`src/rtl/mod_updown_counter.sv`:
```
// Parametrised up/down counter: programmable modulus, parallel load with clamp,
// wrap-or-saturate overflow, and an explicit IDLE/UP/DOWN/HALT direction FSM.
module mod_updown_counter #(
  parameter int NBIT = 5,
  parameter int MAX  = 2**NBIT - 1,
  parameter int WRAP = 1
) (
  input  logic            clk,
  input  logic            rst,
  input  logic            en,
  input  logic            up_down,
  input  logic            load,
  input  logic [NBIT-1:0] load_val,
  output logic [NBIT-1:0] q,
  output logic            tc,
  output logic [1:0]      state
);

  typedef enum logic [1:0] {
    ST_IDLE = 2'd0,
    ST_UP   = 2'd1,
    ST_DOWN = 2'd2,
    ST_HALT = 2'd3
  } state_t;

  localparam logic [NBIT-1:0] L_MAX  = MAX[NBIT-1:0];
  localparam logic [NBIT-1:0] L_ZERO = '0;
  localparam logic [NBIT-1:0] L_ONE  = {{(NBIT-1){1'b0}}, 1'b1};
  localparam bit              L_WRAP = (WRAP != 0);

  state_t          r_state;
  logic [NBIT-1:0] r_q;
  logic            r_tc;

  state_t          w_state_next;
  logic [NBIT-1:0] w_q_next;
  logic            w_tc_next;

  logic [NBIT-1:0] w_load_clamped;
  logic            w_at_max;
  logic            w_at_zero;
  logic            w_count;

  assign w_load_clamped = (load_val > L_MAX) ? L_MAX : load_val;
  assign w_at_max       = (r_q == L_MAX);
  assign w_at_zero      = (r_q == L_ZERO);
  assign w_count        = en && (r_state != ST_HALT);

  always_ff @(posedge clk) begin
    if (!rst) begin
      r_state <= ST_IDLE;
      r_q     <= L_ZERO;
      r_tc    <= 1'b0;
    end else begin
      r_state <= w_state_next;
      r_q     <= w_q_next;
      r_tc    <= w_tc_next;
    end
  end

  // tc defaults low so it only ever lasts the one cycle after a wrap or HALT entry.
  always_comb begin
    w_state_next = r_state;
    w_q_next     = r_q;
    w_tc_next    = 1'b0;
    if (load) begin
      w_state_next = ST_IDLE;
      w_q_next     = w_load_clamped;
    end else if (w_count) begin
      if (up_down) begin
        w_state_next = ST_UP;
        if (!w_at_max) begin
          w_q_next = r_q + L_ONE;
        end else begin
          w_tc_next = 1'b1;
          if (L_WRAP) begin
            w_q_next = L_ZERO;
          end else begin
            w_state_next = ST_HALT;
          end
        end
      end else begin
        w_state_next = ST_DOWN;
        if (!w_at_zero) begin
          w_q_next = r_q - L_ONE;
        end else begin
          w_tc_next = 1'b1;
          if (L_WRAP) begin
            w_q_next = L_MAX;
          end else begin
            w_state_next = ST_HALT;
          end
        end
      end
    end
  end

  always_comb begin
    q     = r_q;
    tc    = r_tc;
    state = r_state;
  end

endmodule

```
`config.mk`:
```
export PLATFORM = sky130hd
export DESIGN_NAME = mod_updown_counter
export DESIGN_NICKNAME = d
export VERILOG_FILES = /design/src/rtl/mod_updown_counter.sv
export SDC_FILE = /design/constraint.sdc
export NUM_CORES = 1
export LEC_CHECK = 0
export CAP_MARGIN = 5
export CORE_MARGIN = 5
export CORE_UTILIZATION = 43
export DETAILED_ROUTE_END_ITERATION = 12
export PLACE_DENSITY = 0.77
export SLEW_MARGIN = 5
export SYNTH_ARGS = -nofsm -noshare
export SYNTH_HDL_FRONTEND = slang
export SYNTH_SLANG_ARGS = --single-unit
```
`constraint.sdc`:
```
create_clock -name clk -period 1.8 [get_ports clk]
set_input_delay 0.36 -clock clk [delete_from_list [all_inputs] [get_ports clk]]
set_output_delay 0.36 -clock clk [all_outputs]
set_load 0.02 [all_outputs]
```
; ---- Word-level counts from Yosys, hierarchy flattened
; Index checks and enable logic that the tools add are counted.
[op_classes]
bitwise = 2
eq_ne = 2
reduce_logical = 5
addsub = 2
magnitude_cmp = 1
n_mux = 10
[ops]
columns = cell, count
row1 = 5-bit two-way mux, 6
row2 = "5-bit by 1-bit adder with 5-bit output, second input constant", 1
row3 = "5-bit == test, second input constant", 1
row4 = "5-bit > comparator, second input constant", 1
row5 = 5-bit zero test, 1
row6 = "5-bit by 1-bit subtractor with 5-bit output, second input constant", 1
row7 = 1-bit two-way mux, 3
row8 = 3-bit OR reduction, 1
row9 = 2-bit two-way mux, 1
row10 = "2-bit inequality test, second input constant", 1
row11 = 1-bit inverter, 2
row12 = 2-bit nonzero test, 1
row13 = 2-bit OR reduction, 1
row14 = 1-bit logical AND, 1
[totals]
register_bits = 8
inputBits = 10
elab_cells = 25
out_inout_bits = 8

; ---- Longest topological paths before layout
[depth]
word_depth = 5
mapped_depth = 7
depth_no_buf = 7

; ---- Worst setup path after synthesis
; OpenSTA, ideal clock, no wires.
[synth_path]
path_kind = reg-to-reg
from = reg r_q[0] (netlist: q[0])
to = reg r_q[2] (netlist: q[2])
setup_ps = 131
slack_ps = 124
path_stages_with_launch = 8
n_path_buf = 0
required_time_ps = 1669
period_less_slack_ps = 1676
arrival_ps = 1545
path_cell_list = dfxtp_1 ha_1 and3_2 ha_1 nand2b_1 nor2_1 o311ai_0 a21oi_1
[synth_via]
elab_chain_len = 5
word_cells_on_any_way = 9
classes_between = add/sub (2) / eq/ne (1) / mux (5) / reduce/logical (1)
[synth_rtl]
columns = item, line_no
row1 = from (decl), 32  ; logic [NBIT-1:0] r_q;
row2 = from (signal assigned), 56  ; r_q <= w_q_next;
row3 = 5-bit by 1-bit subtractor with 5-bit output (tied with other cells), 85  ; w_q_next = r_q - L_ONE;
row4 = "5-bit two-way mux, on equally long branches", "84, 72"
row5 = 5-bit two-way mux *, 70  ; if (up_down) begin
row6 = 5-bit two-way mux *, 69  ; end else if (w_count) begin
row7 = 5-bit two-way mux *, 66  ; if (load) begin
; Mark *: on every way between the ends. The rest lies on a longest branch, timed or not. The select of a mux whose other input is x is not followed.
; A chain may end at the register's enable or synchronous reset.

; ---- Worst setup path in the final report
[layout_path]
from = reg r_q[1] (netlist: q[1])
to = out q[1]
[layout_lines]
columns = item, line_no
row1 = to (decl), 14  ; output logic [NBIT-1:0] q,
; No word-level cell between the ends.

==> results.toml <==
[logic_synthesis]
synth_nets = 85
yosys_warnings = 0
synth_edf_count = 0
syn-cell-area_sq_um = 559
syn_inst = 71
async_flop_share_pct = 0
ys_seq_area_share_pct = 28.6
synthFlopType = "dfxtp_1"
ys_types = 27
synth_area_per_cell_sq_um = 7.88
ys_ff_latch = 8

[pwr]
p_leak_nw = 0.351
pwr-share-clk_pct = 27.2
power.switching_mw = 0.165
p_total_mw = 0.516
pwr-share-seq_pct = 40.9
ir_drop_v = 0.000509
p_int_mw = 0.351
p_per_area_mw_per_mm2 = 628
p_sw_share_pct = 32.0
comb_power_share_pct = 31.9

[run]
max_cap_viol_count = 0

[clock_network]
cts.sink_count = 8
clk_pin_slew_worst_paths_ps = 60
clkLatencyLatePin_ps = 260
cts_buffer_depth = 2
numCtsBuffers = 3
tritoncts = "done"
postCtsHoldBufs = 0
htree_levels = 1
root_buffer = "clkbuf_4"

[finish]
diodes = 0
drive_gt1_share_pct = 18.3
multiInputGateArea_sq_um = 392
fillCellCount = 117
area_delta_synth_final_pct = 47.0
seq_area_sq_um = 165
final_util_pct = 64.8
nets = 109

[timing]
setup_tns_ps = 0
clock_skew_ps = 3.78
fmax_ghz = 0.579
slew_headroom_pct = 77.7
period_minus_slack_ps = 1730
min_period_over_period_pct = 96.0
setup_viol = 0
rsz0062_at_grt = "yes"
tightest_slew_ps = 332
setup_ws_ps = 72.3
drv_slew = 0
hold_viol = 0

[setup_path]
cp-end-kind = "output pin"
worstPathRequired_ps = 1440
reg2reg_slack_ps = 110
startpoint_type = "flop"
crit_start = "q[1]"
crit_fanout = 4
worst-endpoint-arrival_ps = 1370
crit-reg2reg-launch = "q[0]"
path_class = "reg2out"

[route]
ant_nets = 0
wl_per_cell_um = 14.1
vias = 618
routed_wl_mm = 1.52
drc = 0
vias_per_cell = 5.72
drtPass1Iterations = 4
drt_iter0_drc = 16

[grt]
antenna_found_initial = 0
grtUsageTotal_pct = 15.8
grt_pass1_vias = 568
overflow = 0
grt_max_degree = 9
grt_pass1_wl_mm = 2.36

[placement]
numPortBuffers = 17
dp_hpwl_mm = 1.17
gp_congestion = 0.863
place_ws_ps = 4.55

[min_path]
hold_class = "reg2reg"
worstHoldStart = "state[0]"

[die]
fp.dieW_um = 46.1
core_area_sq_mm = 0.00127
die_area_sq_mm = 0.00212
rows = 13
ios = 18
initial_utilization_pct = 44.1
die_h_um = 46.1

[outcome]
outcome = "complete, no violations"
through the flow:
step | hold WS [ps] | cells | area (sq um)
after floorplan | 507 | 71 | 559
after global placement | 512 | 105 | 766
after detailed placement | 510 | 105 | 766
after CTS | 519 | 108 | 790
after global routing | 538 | 108 | 822
final | 525 | 108 | 822
sequential cells by signal (all words and copies together) (netlist names):
name and cells:
q 5, state 2, tc 1
Yosys cell counts (2+ instances only):
cell / instances / share of area, %
nor3_1: 4 / 3.6
nand2_1: 8 / 5.4
o221ai_1: 3 / 4.7
nor2_1: 4 / 2.7
nand2b_1: 3 / 3.4
inv_1: 5 / 3.4
dfxtp_1: 8 / 29
nand3_1: 2 / 1.8
o21ai_0: 5 / 4.5
a21oi_1: 9 / 8.1
ha_1: 4 / 8.9
metal layers:
| layer | routed length, um | global-route usage [%] |
|---|---|---|
| met5 | 0 | 0 |
| met3 | 91 | 3.91 |
| met1 | 661 | 18.2 |
| met4 | 43 | 10.8 |
| met2 | 723 | 25.3 |
layout make-up:
class | count | share of cell area, %
Sequential cell | 8 | 20.1
Inverter | 5 | 2.28
Clock buffer | 3 | 2.74
Tap cell | 15 | 2.28
Timing Repair Buffer | 21 | 25.0
Multi-Input combinational cell | 56 | 47.6
repair_timing:
item,4_1_cts,5_1_grt
gates resized for setup,1,9
setup endpoints to repair,1,4
setup buffers,0,0
pin swaps,0,2
worst paths after layout:
path	end	depth (start not counted)
setup / recovery	q[1]	2
hold / removal	state[0]	2
setup reg to reg	q[2]	7
hold reg to reg	state[0]	2
cell families (layout without fill, tap and decap cells):
family	count (synthesis)	count (layout)	share of synthesized area, %
AO/OA/AOI/OAI	24	24	29.3
XOR/XNOR	2	2	3.13
adder cells (fa/ha/maj)	4	4	8.95
buffers and inverters	7	29	5.59
flip-flops	8	8	28.6
multiplexers	1	1	1.79
AND/OR/NAND/NOR	25	25	22.6
cell usage in the layout, fill, tap and decap left out, drive strengths merged:
master | Yosys | final
a21bo | 1 | 1
a21boi | 1 | 1
a21oi | 9 | 9
a31oi | 1 | 1
and3 | 1 | 1
buf | 2 | 4
clkbuf | 0 | 3
clkdlybuf4s50 | 0 | 15
dfxtp | 8 | 8
dlymetal6s2s | 0 | 2
ha | 4 | 4
inv | 5 | 5
mux2i | 1 | 1
nand2 | 8 | 8
nand2b | 3 | 3
nand3 | 2 | 2
nand3b | 1 | 1
nor2 | 4 | 4
nor2b | 1 | 1
nor3 | 4 | 4
o211ai | 1 | 1
o21ai | 5 | 5
o221ai | 3 | 3
o22ai | 1 | 1
o311ai | 1 | 1
o31ai | 1 | 1
or3b | 1 | 1
xnor2 | 1 | 1
xor2 | 1 | 1
critical path, stage by stage (launching register included):
cell,delay (ps)
dfxtp_1,360
buf_4,150
clkdlybuf4s50_1,600
power by group through the flow:
stage | sequential (mW) | combinational (mW) | clock, mW
floorplan | 0.224 | 0.0754 | 0
global placement | 0.213 | 0.155 | 0
finish | 0.211 | 0.165 | 0.140
CTS | 0.210 | 0.158 | 0.140
detailed placement | 0.213 | 0.158 | 0
global route | 0.213 | 0.179 | 0.151
No activity file was read; power rests on OpenSTA's default activity.
